==> src/rtl/oam_dma.sv <==
// Sprite OAM DMA engine: snoops CPU writes to the DMA register, halts the CPU and
// copies one 256-byte page into OAMDATA as alternating read/write bus cycles.
module oam_dma #(
    parameter logic [15:0] DMA_REG_ADDR = 16'h4014,
    parameter logic [15:0] OAMDATA_ADDR = 16'h2004
) (
    input  logic        clk_ph1,
    input  logic        rst,
    input  logic [15:0] cpu_addr,
    input  logic [7:0]  cpu_dout,
    input  logic        cpu_rw,
    input  logic [7:0]  bus_din,
    output logic        cpu_rdy,
    output logic        bus_sel,
    output logic [15:0] dma_addr,
    output logic        dma_rw,
    output logic [7:0]  dma_dout,
    output logic        dma_active
);

    typedef enum logic [2:0] {
        IDLE  = 3'd0,
        HALT  = 3'd1,
        ALIGN = 3'd2,
        READ  = 3'd3,
        WRITE = 3'd4
    } state_t;

    state_t     state;
    state_t     state_nxt;
    logic [7:0] page;
    logic [7:0] idx;
    logic [7:0] data_reg;
    logic       parity;
    logic       trigger;

    // Detection only while IDLE, so stray writes during a transfer (or on the
    // edge that returns to IDLE) are ignored even if the bus mux is bypassed.
    assign trigger = (state == IDLE) && !cpu_rw && (cpu_addr == DMA_REG_ADDR);

    always_ff @(posedge clk_ph1 or negedge rst) begin
        if (!rst) begin
            state    <= IDLE;
            page     <= 8'h00;
            idx      <= 8'h00;
            data_reg <= 8'h00;
            parity   <= 1'b0;
        end else begin
            state  <= state_nxt;
            parity <= ~parity;
            if (trigger) begin
                page <= cpu_dout;
                idx  <= 8'h00;
            end
            if (state == READ) begin
                data_reg <= bus_din;
            end
            if (state == WRITE) begin
                idx <= idx + 8'd1;
            end
        end
    end

    always_comb begin
        state_nxt  = state;
        cpu_rdy    = 1'b1;
        bus_sel    = 1'b0;
        dma_active = 1'b0;
        dma_rw     = 1'b1;
        dma_addr   = 16'h0000;
        dma_dout   = data_reg;
        case (state)
            IDLE: begin
                if (trigger) begin
                    state_nxt = HALT;
                end
            end
            HALT, ALIGN: begin
                // Dummy read cycles; ALIGN pushes the first READ onto a get (parity 0) cycle.
                cpu_rdy    = 1'b0;
                bus_sel    = 1'b1;
                dma_active = 1'b1;
                dma_addr   = {page, idx};
                if (state == ALIGN || parity) begin
                    state_nxt = READ;
                end else begin
                    state_nxt = ALIGN;
                end
            end
            READ: begin
                cpu_rdy    = 1'b0;
                bus_sel    = 1'b1;
                dma_active = 1'b1;
                dma_addr   = {page, idx};
                state_nxt  = WRITE;
            end
            WRITE: begin
                cpu_rdy    = 1'b0;
                bus_sel    = 1'b1;
                dma_active = 1'b1;
                dma_rw     = 1'b0;
                dma_addr   = OAMDATA_ADDR;
                state_nxt  = (idx == 8'hFF) ? IDLE : READ;
            end
            default: begin
                state_nxt = IDLE;
            end
        endcase
    end

endmodule

==> config.mk <==
export PLATFORM = sky130hd
export DESIGN_NAME = oam_dma
export DESIGN_NICKNAME = d
export VERILOG_FILES = /design/src/rtl/oam_dma.sv
export SDC_FILE = /design/constraint.sdc
export NUM_CORES = 1
export LEC_CHECK = 0
export ABC_CLOCK_PERIOD_IN_PS = 1820
export CORE_ASPECT_RATIO = 1.5
export CORE_MARGIN = 4
export CORE_UTILIZATION = 41
export DETAILED_ROUTE_END_ITERATION = 7
export PLACE_DENSITY = 0.89
export SETUP_SLACK_MARGIN = 0.05
export SKIP_LAST_GASP = 1
export SYNTH_ARGS = -nofsm -noshare
export SYNTH_HDL_FRONTEND = slang
export SYNTH_SLANG_ARGS = --single-unit
==> constraint.sdc <==
create_clock -name clk_ph1 -period 1.82 [get_ports clk_ph1]
set_input_delay 0.182 -clock clk_ph1 [delete_from_list [all_inputs] [get_ports clk_ph1]]
set_output_delay 0.182 -clock clk_ph1 [all_outputs]
set_load 0.03 [all_outputs]
==> results of run 1 <==
## cell type report
cell class / count / share of cell area, %
multi-input combinational: 87 / 30.4
inverter: 4 / 0.697
clock buffer: 4 / 2.56
sequential: 28 / 32.5
tap: 40 / 2.32
timing repair buffer: 74 / 31.5
## registers in the layout, summed over array words and instances (netlist names)
register	count
parity	1
dma_dout	8
page	8
idx	8
state	3
## synth_stat cells (2+ instances only)
cell type,count,share of area [%]
and2_1,15,6.7
buf_4,2,1.1
clkbuf_1,2,0.54
dfrtp_1,28,50
inv_1,3,0.81
mux2_2,13,10
mux2_4,4,4.3
nand2_1,11,3.0
nand3_1,7,2.5
nand4_1,2,0.90
nor2_1,6,1.6
nor2b_1,2,0.90
nor4b_1,3,1.9
o211ai_1,2,1.1
o21ai_0,5,1.8
or3_1,2,0.90
xor2_1,2,1.3
## worst min-delay path by stage
stage | depth (start not counted) | from | slack (ns) | to
floorplan | 0 | rst | -0.11 | dma_dout[0]
global placement | 1 | parity | 0.41 | parity
detailed placement | 1 | parity | 0.41 | parity
CTS | 2 | rst | 0.29 | state[0]
global route | 2 | rst | 0.30 | page[0]
finish | 2 | rst | 0.27 | page[0]
## worst max-delay path, delay by kind of cell (launching register included)
kind	cells	cell delay, ns
buf+inv	4	0.53
flops	1	0.40
simple gates	2	0.33
## through the flow
step | worst slack, ns | total power, W | setup TNS [ns] | instances | utilization (%)
floorplan | 0.174 | 0.00229 | 0 | 124 | -
global placement | -0.0528 | 0.00309 | -0.313 | 232 | 64.8
detailed placement | -0.0964 | 0.00315 | -0.590 | 232 | 64.8
CTS | 0.0521 | 0.00348 | 0 | 236 | 66.3
global route | 0.0318 | 0.00370 | 0 | 237 | 66.8
finish | 0.102 | 0.00346 | 0 | 237 | 66.8
## routing by layer
layer	global-route usage (%)	wire, µm
met4	8.03	99
met1	17.3	1330
met3	4.85	314
met5	0	0
met2	31.0	1830
## power by group
part | leakage (nW) | internal, W | switching, W
registers | 0.342 | 0.000834 | 0.000174
clock network | 0.0288 | 0.000194 | 0.000186
logic | 0.607 | 0.000895 | 0.00118
total | 0.979 | 0.00192 | 0.00154
## timing repair
item	CTS	global route
setup endpoints to repair	4	14
pin swaps	0	1
buffers inserted	0	1
gates resized for setup	4	2
hold endpoints to repair	0	0
## logic make-up (layout without fill, tap and decap cells)
kind of cell	Yosys count	after routing
and+or+nand+nor	55	55
DFF	28	28
muxes	18	18
AOI/OAI and AO/OA	10	10
buffers and inverters	9	82
xor gates and xnor gates	3	3
adders and majority gates	1	1
==> flow_metrics.tcl, run 1 <==
set metrics [dict create \
    die_w_um 55.6 \
    rsz0062_at_grt "true" \
    finClkSkew_ns 0.00171 \
    reg2reg_from "state[2]" \
    clock-root-buffer "clkbuf_8" \
    synth_top_family_by_area "simple AND/OR/NAND/NOR gates" \
    n_antenna_cell 0 \
    post-route-min-period_ns 1.72 \
    crit_path_end_kind "output pin" \
    wl_per_cell_um 15.1 \
    fp.dieH_um 79.4 \
    antenna_found_initial 0 \
    ff2ff_path_depth 5 \
    io_buffers 62 \
    synth.avg_cell_area_um2 11.3 \
    arrival_ns 1.54 \
    grt_max_degree 29 \
    clk_path_buf_depth 2 \
    syn_inst 124 \
    max-slew-margin-rel_pct 76.3 \
    rows 25 \
    postCtsHoldBufs 0 \
    required_ns 1.64 \
    final-hold-violation-count 0 \
    grt_use_total_pct 16.9 \
    first_global_vias 1278 \
    setup_viol 0 \
    hold_slack_ns 0.273 \
    worst_pin_slew_ns 0.356 \
    final_common_cell "clkdlybuf4s50_1" \
    synth_compound_area_share_pct 4.93 \
    crit_fanout 11 \
    antenna_left 0 \
    drt_iter0_drc 33 \
    final_cell_mix "42 x clkdlybuf4s50_1, 28 x dfrtp_1, 27 x buf_4" \
    grt_pass1_wl_um 5860 \
    die-area_mm2 0.00442 \
    gp_congestion 0.885 \
    cts.sinks 28 \
    nets 234 \
    async_reset_ff_share_pct 100 \
    r2r-end "page[3]" \
    syn_to_final_growth_pct 54.4 \
    maxCapViolCount 0 \
    initial_core_util_pct 43.3 \
    dr.pass1.iters 4 \
    synth_edf_count 0 \
    routed_wl_um 3570 \
    critPathMaxStageDelay_ns 0.40 \
    power.density_mw_per_mm2 1610 \
    cts.reportedPaths.clkPinSlew_ns 0.09 \
    path_class "register to output pin" \
    synth_fa_ha_area_share_pct 0.897 \
    status "completed" \
    cts_tree "done" \
    ff_latch_area_um2 701 \
    netlist_area_mm2 0.00140 \
    rrSetupSlack_ns 0.16 \
    synthDistinctLibCells 32 \
    overflow 0 \
    ys.flop_type "dfrtp_1" \
    core_mm2 0.00322 \
    synth_mux_area_share_pct 15.5 \
    yosysWarnings 0 \
    ys_seq_area_share_pct 50.2 \
    dp_hpwl_um 2720 \
    hold_path.class "primary input to async pin" \
    cp-startpoint "state[1]" \
    crit_top_cell "buf_4" \
    ios 63 \
    h-tree-depth 1 \
    start_kind "register" \
    drive_gt1_share_pct 28.9 \
    synthesis.nets 160 \
    crit_path_end "dma_addr[13]" \
    yosys.area_share.simple_pct 23.0 \
    vias 1199 \
    ir_drop_uv 1110 \
    cp_cell_sequence "buf_4, nor3b_4, inv_2, buf_4, nand2_1, buf_4" \
    fin_area_mm2 0.00215 \
    cpMaxStageDelayCell "dfrtp_1" \
    viasPerCell 5.06 \
    clk_latency_ns 0.27 \
    fmax_ghz 0.582 \
    synth-xor-area-share_pct 1.88 \
    multiInputGateArea_um2 654 \
    cts_buffers 3 \
    period_share_pct 94.4 \
    ys_ff_latch 28 \
    placed_area_mm2 0.00209 \
    num-fill-cells 253 \
    p_leak_nw 0.979 \
    slew_violations 0 \
    drc 0 \
]
(Power assumes the default switching activity.)
==> run 2: changes to the inputs <==
--- a/config.mk
+++ b/config.mk
@@ -13,6 +13,7 @@
 export PLACE_DENSITY = 0.89
 export SETUP_SLACK_MARGIN = 0.05
 export SKIP_LAST_GASP = 1
+export SLEW_MARGIN = 10
 export SYNTH_ARGS = -nofsm -noshare
 export SYNTH_HDL_FRONTEND = slang
 export SYNTH_SLANG_ARGS = --single-unit
==> results of run 2 <==
The final DEF is identical to that of run 1; final timing and power are the same.
